**src/rtl/multicycle_controller_if.sv**
```systemverilog
// Control/feedback bundle between the multicycle controller (master) and the RV32I datapath (slave).
interface multicycle_controller_if #(
    parameter int unsigned DWIDTH = 32
);
    logic [DWIDTH-1:0] irOut;
    logic              comparatorOut;
    logic              irEn;
    logic              pcEn;
    logic [1:0]        pcSelect;
    logic              regWrite;
    logic              aluSrc;
    logic              ramRdEn;
    logic              ramWrEn;
    logic              isByte;
    logic              isHalf;
    logic              isWord;
    logic [1:0]        memToReg;
    logic [2:0]        state_dbg;
    logic              halted;

    modport master (
        input  irOut, comparatorOut,
        output irEn, pcEn, pcSelect, regWrite, aluSrc, ramRdEn, ramWrEn,
               isByte, isHalf, isWord, memToReg, state_dbg, halted
    );

    modport slave (
        output irOut, comparatorOut,
        input  irEn, pcEn, pcSelect, regWrite, aluSrc, ramRdEn, ramWrEn,
               isByte, isHalf, isWord, memToReg, state_dbg, halted
    );
endinterface

```
**src/rtl/multicycle_controller.sv**
```systemverilog
// Multi-cycle RV32I control FSM: FETCH/DECODE/EXECUTE/MEM/WB(/HALT) sequencing of datapath enables.
// Optional feature: define ILLEGAL_TRAP_EN to trap illegal encodings into HALT (default: execute as NOP).
module multicycle_controller #(
    parameter int unsigned DWIDTH  = 32,
    parameter int unsigned MEM_LAT = 1
) (
    input  logic                   clk,
    input  logic                   reset,
    multicycle_controller_if.master ctrl_io
);
    localparam int unsigned   CNT_W    = (MEM_LAT > 1) ? $clog2(MEM_LAT) : 1;
    localparam logic [CNT_W-1:0] CNT_LAST = CNT_W'(MEM_LAT - 1);

`ifdef ILLEGAL_TRAP_EN
    localparam bit TRAP_EN = 1'b1;
`else
    localparam bit TRAP_EN = 1'b0;
`endif

    localparam logic [6:0] OP_R      = 7'b0110011;
    localparam logic [6:0] OP_IMM    = 7'b0010011;
    localparam logic [6:0] OP_LUI    = 7'b0110111;
    localparam logic [6:0] OP_AUIPC  = 7'b0010111;
    localparam logic [6:0] OP_JAL    = 7'b1101111;
    localparam logic [6:0] OP_JALR   = 7'b1100111;
    localparam logic [6:0] OP_BRANCH = 7'b1100011;
    localparam logic [6:0] OP_LOAD   = 7'b0000011;
    localparam logic [6:0] OP_STORE  = 7'b0100011;
    localparam logic [6:0] OP_FENCE  = 7'b0001111;
    localparam logic [6:0] OP_SYSTEM = 7'b1110011;

    typedef enum logic [2:0] {
        S_FETCH   = 3'd0,
        S_DECODE  = 3'd1,
        S_EXECUTE = 3'd2,
        S_MEM     = 3'd3,
        S_WB      = 3'd4,
        S_HALT    = 3'd5
    } state_e;

    typedef struct packed {
        logic       irEn;
        logic       pcEn;
        logic [1:0] pcSelect;
        logic       regWrite;
        logic       aluSrc;
        logic       ramRdEn;
        logic       ramWrEn;
        logic       isByte;
        logic       isHalf;
        logic       isWord;
        logic [1:0] memToReg;
        logic       halted;
    } ctrl_t;

    localparam ctrl_t CTRL_FETCH = '{irEn: 1'b1, default: '0};

    state_e           state_q, state_d;
    logic [CNT_W-1:0] cnt_q, cnt_d;
    ctrl_t            ctrl_q, ctrl_d;

    logic [DWIDTH-1:0] ir;
    logic [6:0]        opcode;
    logic [1:0]        size;
    logic              is_load, is_store, is_ls, illegal;
    logic              unused_c;

    assign ir       = ctrl_io.irOut;
    assign opcode   = ir[6:0];
    assign size     = ir[13:12];
    assign is_load  = (opcode == OP_LOAD);
    assign is_store = (opcode == OP_STORE);
    assign is_ls    = is_load | is_store;
    // Branch resolution happens in the datapath via pcSelect=11; the controller only routes it.
    assign unused_c = ^{ctrl_io.comparatorOut, ir[DWIDTH-1:14], ir[11:7]};

    always_comb begin
        illegal = !(opcode inside {OP_R, OP_IMM, OP_LUI, OP_AUIPC, OP_JAL, OP_JALR,
                                   OP_BRANCH, OP_LOAD, OP_STORE, OP_FENCE, OP_SYSTEM})
                  || (is_ls && (size == 2'b11));
    end

    // Next state and MEM latency counter.
    always_comb begin
        state_d = state_q;
        cnt_d   = cnt_q;
        unique case (state_q)
            S_FETCH:   state_d = S_DECODE;
            S_DECODE:  state_d = S_EXECUTE;
            S_EXECUTE: begin
                if (illegal) begin
                    state_d = TRAP_EN ? S_HALT : S_FETCH;
                end else if (is_ls) begin
                    state_d = S_MEM;
                    cnt_d   = '0;
                end else begin
                    state_d = S_FETCH;
                end
            end
            S_MEM: begin
                cnt_d = cnt_q + CNT_W'(1);
                if (cnt_q == CNT_LAST) state_d = is_load ? S_WB : S_FETCH;
            end
            S_WB:      state_d = S_FETCH;
            S_HALT:    state_d = TRAP_EN ? S_HALT : S_FETCH;
            default:   state_d = S_FETCH;
        endcase
    end

    // Outputs for the upcoming cycle, so every control line leaves a flop.
    always_comb begin
        ctrl_d = '0;
        unique case (state_d)
            S_FETCH: ctrl_d.irEn = 1'b1;
            S_EXECUTE: begin
                unique case (opcode)
                    OP_R:     ctrl_d.regWrite = 1'b1;
                    OP_IMM:   begin ctrl_d.regWrite = 1'b1; ctrl_d.aluSrc = 1'b1; end
                    OP_LUI:   begin ctrl_d.regWrite = 1'b1; ctrl_d.memToReg = 2'b11; end
                    OP_AUIPC: begin ctrl_d.regWrite = 1'b1; ctrl_d.aluSrc = 1'b1; end
                    OP_JAL:   begin
                        ctrl_d.regWrite = 1'b1; ctrl_d.memToReg = 2'b10; ctrl_d.pcSelect = 2'b01;
                    end
                    OP_JALR:  begin
                        ctrl_d.regWrite = 1'b1; ctrl_d.aluSrc = 1'b1;
                        ctrl_d.memToReg = 2'b10; ctrl_d.pcSelect = 2'b10;
                    end
                    OP_BRANCH:          ctrl_d.pcSelect = 2'b11;
                    OP_LOAD, OP_STORE:  ctrl_d.aluSrc = 1'b1;
                    default: ;
                endcase
                if (illegal) begin
                    ctrl_d      = '0;
                    ctrl_d.pcEn = !TRAP_EN;
                end else begin
                    ctrl_d.pcEn = !is_ls;
                end
            end
            S_MEM: begin
                ctrl_d.aluSrc  = 1'b1;
                ctrl_d.ramRdEn = is_load;
                ctrl_d.ramWrEn = is_store;
                ctrl_d.isByte  = (size == 2'b00);
                ctrl_d.isHalf  = (size == 2'b01);
                ctrl_d.isWord  = (size == 2'b10);
                ctrl_d.pcEn    = is_store && (cnt_d == CNT_LAST);
            end
            S_WB: begin
                ctrl_d.regWrite = 1'b1;
                ctrl_d.memToReg = 2'b01;
                ctrl_d.isByte   = (size == 2'b00);
                ctrl_d.isHalf   = (size == 2'b01);
                ctrl_d.isWord   = (size == 2'b10);
                ctrl_d.pcEn     = 1'b1;
            end
            S_HALT:  ctrl_d.halted = TRAP_EN;
            default: ;
        endcase
    end

    always_ff @(posedge clk) begin
        if (reset) begin
            state_q <= S_FETCH;
            cnt_q   <= '0;
            ctrl_q  <= CTRL_FETCH;
        end else begin
            state_q <= state_d;
            cnt_q   <= cnt_d;
            ctrl_q  <= ctrl_d;
        end
    end

    // Reset blanks every output immediately, so no partial write survives a mid-instruction reset.
    assign ctrl_io.irEn      = ctrl_q.irEn     & ~reset;
    assign ctrl_io.pcEn      = ctrl_q.pcEn     & ~reset;
    assign ctrl_io.pcSelect  = ctrl_q.pcSelect & {2{~reset}};
    assign ctrl_io.regWrite  = ctrl_q.regWrite & ~reset;
    assign ctrl_io.aluSrc    = ctrl_q.aluSrc   & ~reset;
    assign ctrl_io.ramRdEn   = ctrl_q.ramRdEn  & ~reset;
    assign ctrl_io.ramWrEn   = ctrl_q.ramWrEn  & ~reset;
    assign ctrl_io.isByte    = ctrl_q.isByte   & ~reset;
    assign ctrl_io.isHalf    = ctrl_q.isHalf   & ~reset;
    assign ctrl_io.isWord    = ctrl_q.isWord   & ~reset;
    assign ctrl_io.memToReg  = ctrl_q.memToReg & {2{~reset}};
    assign ctrl_io.halted    = ctrl_q.halted   & ~reset;
    assign ctrl_io.state_dbg = reset ? 3'(S_FETCH) : 3'(state_q);
endmodule

```
**src/flat_wrapper.sv**
```systemverilog
// flat-port wrapper written by rule: the top's interface ports become plain ports
module multicycle_controller_flat 
#(
    parameter int unsigned DWIDTH  = 32,
    parameter int unsigned MEM_LAT = 1
)
  (clk, reset, ctrl_io_irOut, ctrl_io_comparatorOut, ctrl_io_irEn, ctrl_io_pcEn, ctrl_io_pcSelect, ctrl_io_regWrite, ctrl_io_aluSrc, ctrl_io_ramRdEn, ctrl_io_ramWrEn, ctrl_io_isByte, ctrl_io_isHalf, ctrl_io_isWord, ctrl_io_memToReg, ctrl_io_state_dbg, ctrl_io_halted);
  multicycle_controller_if #(.DWIDTH(DWIDTH)) ctrl_io_i ();
  input  logic clk;
  input  logic reset;
  input wire logic [$bits(ctrl_io_i.irOut)-1:0] ctrl_io_irOut;
  input wire logic [$bits(ctrl_io_i.comparatorOut)-1:0] ctrl_io_comparatorOut;
  output wire logic [$bits(ctrl_io_i.irEn)-1:0] ctrl_io_irEn;
  output wire logic [$bits(ctrl_io_i.pcEn)-1:0] ctrl_io_pcEn;
  output wire logic [$bits(ctrl_io_i.pcSelect)-1:0] ctrl_io_pcSelect;
  output wire logic [$bits(ctrl_io_i.regWrite)-1:0] ctrl_io_regWrite;
  output wire logic [$bits(ctrl_io_i.aluSrc)-1:0] ctrl_io_aluSrc;
  output wire logic [$bits(ctrl_io_i.ramRdEn)-1:0] ctrl_io_ramRdEn;
  output wire logic [$bits(ctrl_io_i.ramWrEn)-1:0] ctrl_io_ramWrEn;
  output wire logic [$bits(ctrl_io_i.isByte)-1:0] ctrl_io_isByte;
  output wire logic [$bits(ctrl_io_i.isHalf)-1:0] ctrl_io_isHalf;
  output wire logic [$bits(ctrl_io_i.isWord)-1:0] ctrl_io_isWord;
  output wire logic [$bits(ctrl_io_i.memToReg)-1:0] ctrl_io_memToReg;
  output wire logic [$bits(ctrl_io_i.state_dbg)-1:0] ctrl_io_state_dbg;
  output wire logic [$bits(ctrl_io_i.halted)-1:0] ctrl_io_halted;
  assign ctrl_io_i.irOut = ctrl_io_irOut;
  assign ctrl_io_i.comparatorOut = ctrl_io_comparatorOut;
  assign ctrl_io_irEn = ctrl_io_i.irEn;
  assign ctrl_io_pcEn = ctrl_io_i.pcEn;
  assign ctrl_io_pcSelect = ctrl_io_i.pcSelect;
  assign ctrl_io_regWrite = ctrl_io_i.regWrite;
  assign ctrl_io_aluSrc = ctrl_io_i.aluSrc;
  assign ctrl_io_ramRdEn = ctrl_io_i.ramRdEn;
  assign ctrl_io_ramWrEn = ctrl_io_i.ramWrEn;
  assign ctrl_io_isByte = ctrl_io_i.isByte;
  assign ctrl_io_isHalf = ctrl_io_i.isHalf;
  assign ctrl_io_isWord = ctrl_io_i.isWord;
  assign ctrl_io_memToReg = ctrl_io_i.memToReg;
  assign ctrl_io_state_dbg = ctrl_io_i.state_dbg;
  assign ctrl_io_halted = ctrl_io_i.halted;
  multicycle_controller #(.DWIDTH(DWIDTH), .MEM_LAT(MEM_LAT)) u_core (.clk(clk), .reset(reset), .ctrl_io(ctrl_io_i));
endmodule
```
**config.mk**
```make
export PLATFORM = sky130hd
export DESIGN_NAME = multicycle_controller_flat
export DESIGN_NICKNAME = d
export VERILOG_FILES = /design/src/rtl/multicycle_controller_if.sv /design/src/rtl/multicycle_controller.sv /design/src/flat_wrapper.sv
export SDC_FILE = /design/constraint.sdc
export NUM_CORES = 1
export LEC_CHECK = 0
export CAP_MARGIN = 30
export CORE_UTILIZATION = 38
export CTS_CLUSTER_DIAMETER = 50
export CTS_CLUSTER_SIZE = 8
export DETAILED_ROUTE_END_ITERATION = 12
export PLACE_DENSITY = 0.76
export SYNTH_ARGS = -nofsm -noshare
export SYNTH_HDL_FRONTEND = slang
export SYNTH_SLANG_ARGS = --single-unit
```
**constraint.sdc**
```tcl
create_clock -name clk -period 2.03 [get_ports clk]
set_clock_uncertainty 0.1 [all_clocks]
set_input_delay 0.3045 -clock clk [delete_from_list [all_inputs] [get_ports clk]]
set_output_delay 0.3045 -clock clk [all_outputs]
set_load 0.02 [all_outputs]
```
# Word-level counts from Yosys, hierarchy flattened
# Cells that the tools add are included.
# W data, S select, Z words.
dict set report op_classes {
  n_eq_ne 20
  n_addsub 1
  bitwise_logic 16
  reduce_logical 15
  n_mux 21
}
# cell count
set ops {}
lappend ops {{$eq A7 B7 Y1 const B} 4}
lappend ops {{$eq A7 B6 Y1 const B} 3}
lappend ops {{$eq A7 B5 Y1 const B} 2}
lappend ops {{$eq A3 B2 Y1 const B} 4}
lappend ops {{$mux W3} 4}
lappend ops {{$pmux W3 S2} 2}
lappend ops {{$pmux W3 S4} 1}
lappend ops {{$reduce_bool A11 Y1} 1}
lappend ops {{$and A1 B1 Y1} 10}
lappend ops {{$mux W10} 1}
lappend ops {{$pmux W2 S2} 2}
lappend ops {{$eq A7 B2 Y1 const B} 1}
lappend ops {{$eq A7 B4 Y1 const B} 1}
lappend ops {{$logic_not A3 Y1} 2}
lappend ops {{$mux W1} 6}
lappend ops {{$pmux W2 S3} 1}
lappend ops {{$reduce_or A2 Y1} 3}
lappend ops {{$reduce_or A6 Y1} 1}
lappend ops {{$reduce_or A5 Y1} 1}
lappend ops {{$and A2 B2 Y2} 2}
lappend ops {{$eq A2 B2 Y1 const B} 2}
lappend ops {{$pmux W1 S2} 2}
lappend ops {{$eq A3 B1 Y1 const B} 1}
lappend ops {{$eq A3 B3 Y1 const B} 1}
lappend ops {{other kinds (11)} 15}
dict set report totals {
  ff_bits 18
  in_bits 35
  elab_cells 87
}

# Logic depth before layout (Yosys ltp)
# Gate-level depths: netlist of run 1.
dict set report depth {
  word_depth 9
  depth_mapped 5
  mapped_depth_nobuf 4
}

# Worst setup path before layout of run 1
# No wires, ideal clock.
dict set report synth_path {
  kind {input to register}
  startpoint {input reset}
  endpoint {register u_core.ctrl_q[10] (netlist name)}
  required_ns 1.866
  stages 5
  path_buffers 1
  arrival_time_ns 1.636
  slack_ns 0.230
  path_cell_list {buf_6 > or4b_4 > a211o_1 > or3b_1 > nor2_1}
}
dict set report synth_between {
  elab_chain_len 1
}
# element line_no
set synth_rtl {}
lappend synth_rtl {{start: declaration} flat_wrapper.sv:10} ;# input logic reset;
lappend synth_rtl {{$reduce_or A3 Y1 (no line)} -}
lappend synth_rtl {{end signal: assignment} multicycle_controller.sv:169} ;# ctrl_q <= ctrl_d;
lappend synth_rtl {{end: declaration} multicycle_controller.sv:60} ;# ctrl_t ctrl_q, ctrl_d;
# Every way passes these cells.
# A chain may end at the register's enable or synchronous reset.

# Worst setup path in the final report of run 1
dict set report layout_path {
  startpoint {register u_core.state_q[2]}
  endpoint {register u_core.ctrl_q[10] (netlist name)}
}
dict set report layout_between {
  elab_chain_len 5
  elab_cells_between_ends 9
  cone_classes {4 x eq/ne; 2 x mux; 1 x bitwise; 2 x reduce/logical}
}
# element line_no
set layout_rtl {}
lappend layout_rtl {{start: declaration} multicycle_controller.sv:58} ;# state_e state_q, state_d;
lappend layout_rtl {{start signal: assignment} multicycle_controller.sv:167} ;# state_q <= state_d;
lappend layout_rtl {{$eq A3 B2 Y1, or another cell as far along} multicycle_controller.sv:87} ;# unique case (state_q)
lappend layout_rtl {{$pmux W3 S4 *} multicycle_controller.sv:87}
lappend layout_rtl {{$eq A3 B2 Y1 *} multicycle_controller.sv:113} ;# unique case (state_d)
lappend layout_rtl {{$not A1 Y1 (no line) *} -}
lappend layout_rtl {{$reduce_or A3 Y1 (no line) *} -}
# Mark *: on every way between the ends. The rest lies on a longest branch, timed or not.

==> out/qor_table.md, run 1 <==
| Stage | Result | Value |
| --- | --- | --- |
| grt | Overflow left after global routing | 0 |
| synth | Per-instance average area after synthesis | 8.166 um2 |
| drt | Max Used Layer | met4 |
| die | Effective utilization at floorplan | 0.4129 |
| finish | Number of inserted filler cells in the final layout | 233 |
| critical path | List of cells traversed by the critical path | or4b_4, a211o_1, or3b_1, nor2_1 |
| drt | Detailed-routing iteration count for the pre-antenna-repair pass | 4 |
| critical path | Category of the most critical setup path | flop to flop |
| sta | Ratio of final minimum period to clock period | 0.9336 |
| drt | WL/cell | 11.88 um |
| cts | Number of sinks driven by the clock tree | 17 |
| cts | CTS H-Tree Depth | 1 |
| min path | Worst min-delay path category | flop to flop |
| cts | Clock transition at the register clock pins on the worst setup and hold paths after CTS | 0.10 ns |
| cts | Number of buffers created by CTS | 3 |
| synth | Post-synthesis cell type with the largest combined area | dfxtp_1 |
| finish | Leading cell types in the layout, fill and taps excluded | nor2b_1, dfxtp_1, dlygate4sd2_1 |
| cts | CTS tree | done |
| cts | Clock insertion delay at the later pin of the skew report | 0.29 ns |
| sta | Final Worst Setup Slack | 0.1347 ns |
| finish | Final non-filler cell area | 1287 um2 |
| finish | Layout cell share with drive strength beyond 1 | 0.1342 |
| synth | Post-synth EDFFs | 0 |
| sta | Fin. Hold Viols | 0 |
| sta | Worst Tran Pin Value | 0.5092 ns |
| placement | Placed inst area | 1279 um2 |
| drt | Count of nets left with antenna violations after detail routing | 0 |
| finish | Number of antenna cells inserted | 0 |
| critical path | Sum of buffers and inverters on the critical path | 0 |
| synth | Primary FF master, synth | dfxtp_1 |
| synth | Cells after Synth | 114 |
| critical path | Maximum single-stage delay on the critical path | 0.57 ns |
| critical path | Critical path's top delay family | simple AND/OR/NAND/NOR gates |
| grt | Vias in the first global route | 877 |
| pwr | Clk network pwr share | 0.272 |
| die | Die outline area | 2652 um2 |
| pwr | Switching power share of the total | 0.2685 |
| critical path | Kind of launch point of the worst setup path | flop |
| placement | Final HPWL DP | 1587 um |
| min path | Critical hold path startpoint | u_core.cnt_q$_SDFF_PP0_ |
| pwr | Net switching power | 175.0 uW |
| drt | DRC | 0 |
| placement | Global placement routability congestion | 0.8263 |
| grt | First-pass GRT wire length | 3594 um |
| status | Result of the run | completed |
| synth | Post-synthesis register bit count | 17 |
| drt | Total met2 wirelength after detailed routing | 991 um |
| pwr | Cell-internal power | 476.8 uW |
| drt | Sum of met3 wire segment lengths after detailed routing | 141 um |
| synth | Combined area of all synthesized cells | 930.9 um2 |
| pwr | Fraction of power consumed by sequential logic | 0.533 |
| finish | Most common cell after layout, fill and taps aside | nor2b_1 |
| drt | Number of vias after detailed routing | 954 |
| finish | Net count reported at finish | 185 |
| finish | Area growth from synthesis to layout | 38.31% |
| synth | Top post-synthesis cells by area | dfxtp_1, nor2b_1, and2_1 |
| grt | Initial antenna violation count | 0 |
| critical path | Worst-path maximum fanout | 8 |
| drt | Ratio of routed vias to standard cells | 5.390 |
| critical path | Highest-delay cell along the critical path | or4b_4 |
| die | Number of cell rows | 17 |
| pwr | Worst voltage drop across the vdd grid | 0.0003003 V |
| placement | PortBufs | 26 |
| die | Core Footprint | 2255 um2 |
| synth | Distinct cell type count after synthesis | 39 |
| drt | Detailed Route WL | 2102 um |
| critical path | Critical R2R Launch | u_core.state_q[2]$_SDFF_PP0_ |
| sta | Max_slew headroom | 0.6597 |
| critical path | Arrival time worst endpoint | 2.03 ns |
| grt | GRT Overall Usage | 0.1798 |
| synth | Mapped Nets | 149 |
| drt | Violation count after the first detailed-routing iteration | 19 |
| drt | Routed length on met1 | 905 um |
| synth | Fraction of registers with async set or reset after synthesis | 0 |
| finish | Number of standard cells in the final layout excluding fillers | 177 |
| critical path | Crit path from | u_core.state_q[2]$_SDFF_PP0_ |
| sta | # setup viols final | 0 |
| placement | Pre-CTS setup slack | -0.2249 ns |
| placement | Cell count after placement | 173 |
| synth | Number of synthesis warnings | 0 |
| run | Count of maximum capacitance violations | 0 |
| synth | Area fraction of the dominant cell type after synthesis | 0.3656 |
| sta | Peak Freq | 0.5276 GHz |
| sta | Number of max-slew violations in the final report | 0 |
| pwr | Combinational Power Share | 0.195 |
| critical path | Required @ worst endpoint | 2.16 ns |
| die | Number of placed I/O pins | 52 |
| grt | Largest net degree at the start of global routing | 24 |
| pwr | Power per standard cell area | 506.2 nW/um2 |
| critical path | Category of the worst setup path capture point | flop |
| cts | CTS max path bufs | 2 |
| cts | CTS Hold Bufs | 0 |
| die | Overall die height | 51.50 um |
| cts | Root buf cell | clkbuf_4 |
| synth | Share of synthesized area occupied by flip-flops and latches | 0.3656 |
| sta | Shortest period the worst path allows | 1.895 ns |
| die | Die width | 51.50 um |
| sta | RSZ-0062 raised after global routing | no |
| pwr | Total chip power | 651.8 uW |
| pwr | Total leakage power | 0.5488 nW |
per-layer routing:
metal | track usage | vias up
met5 | 0 | -
met4 | 0.09459 | 0
met3 | 0.03216 | 13
met2 | 0.3095 | 44
met1 | 0.2104 | 431
li1 | - | 466
Yosys cell counts (all sizes together) (2+ instances only):
| master | instances |
|---|---|
| nor3b | 2 |
| and3 | 2 |
| nor4 | 3 |
| nand2 | 7 |
| inv | 2 |
| nor2 | 5 |
| and2 | 5 |
| buf | 5 |
| nor3 | 3 |
| dfxtp | 17 |
| nor2b | 20 |
| o21ai | 5 |
| clkbuf | 3 |
| nand2b | 4 |
| a211oi | 3 |
| nand3 | 3 |
| a21oi | 4 |
| a21o | 2 |
cell type report:
class	instances	area (um2)	share of cell area
multi-input combinational	87	539.3	0.4189
clock inverter	1	5.005	0.003887
sequential	17	340.3	0.2643
clock buffer	3	22.52	0.01749
inverter	2	7.507	0.005831
timing repair buffer	39	337.8	0.2624
tap	28	35.03	0.02721
per-stage QoR:
stage                     setup TNS [ns]    util  hold slack (ns)
final                                  0  0.5710           0.4774
after global routing                   0  0.5710           0.5173
after CTS                              0  0.5705           0.4671
after detailed placement          -1.930  0.5671           0.4539
after global placement            -1.665  0.5671           0.4558
after floorplan                        0       -           0.2761
worst paths after layout:
kind / depth (start not counted) / to / slack [ns]
worst max-delay path: 4 / u_core.ctrl_q[10]$_SDFF_PP0_ / 0.13
worst min-delay path: 2 / u_core.cnt_q$_SDFF_PP0_ / 0.48
worst max register to register: 4 / u_core.ctrl_q[10]$_SDFF_PP0_ / 0.13
worst min register to register: 2 / u_core.cnt_q$_SDFF_PP0_ / 0.48
state kept, by name, indices dropped and copies added (netlist names):
| name | count |
|---|---|
| u_core.ctrl_q | 13 |
| u_core.state_q | 3 |
| u_core.cnt_q | 1 |
power by group through the flow:
stage	Clock [mW]	Combinational, mW	Sequential [mW]
global placement	0	0.127	0.355
floorplan	0	0.0755	0.351
global route	0.198	0.140	0.349
CTS	0.182	0.126	0.348
detailed placement	0	0.129	0.355
finish	0.177	0.127	0.348
timing repair:
action,in CTS,in global routing
resized for setup,16,1
buffers inserted,0,0
endpoints found under the setup margin,16,2
endpoints found under the hold margin,0,0
gates cloned,0,0
pin swaps,0,0
worst reg2reg max path: cells and delay by family (launching register included):
family	cells	cell delay, ns
flip-flops	1	0.39
AO/OA/AOI/OAI	1	0.30
AND/OR/NAND/NOR	3	1.04
kinds of logic (layout without fill, tap and decap cells):
kind of cell	after synthesis	after routing	share of synthesized area
AND/OR/NAND/NOR	61	61	0.3884
AO/OA/AOI/OAI	23	23	0.1667
flip-flops	17	17	0.3656
buffers and inverters	10	45	0.05645
XOR/XNOR	2	2	0.01882
other	1	1	0.004028
Note: power is estimated with default switching activity, not from simulation.
==> run 2, diff against run 1 <==
ABC_AREA = 0   (was not set)
GPL_TIMING_DRIVEN = 1   (was not set)
==> results of run 2 <==
The final DEF is identical to that of run 1; final timing and power are the same.
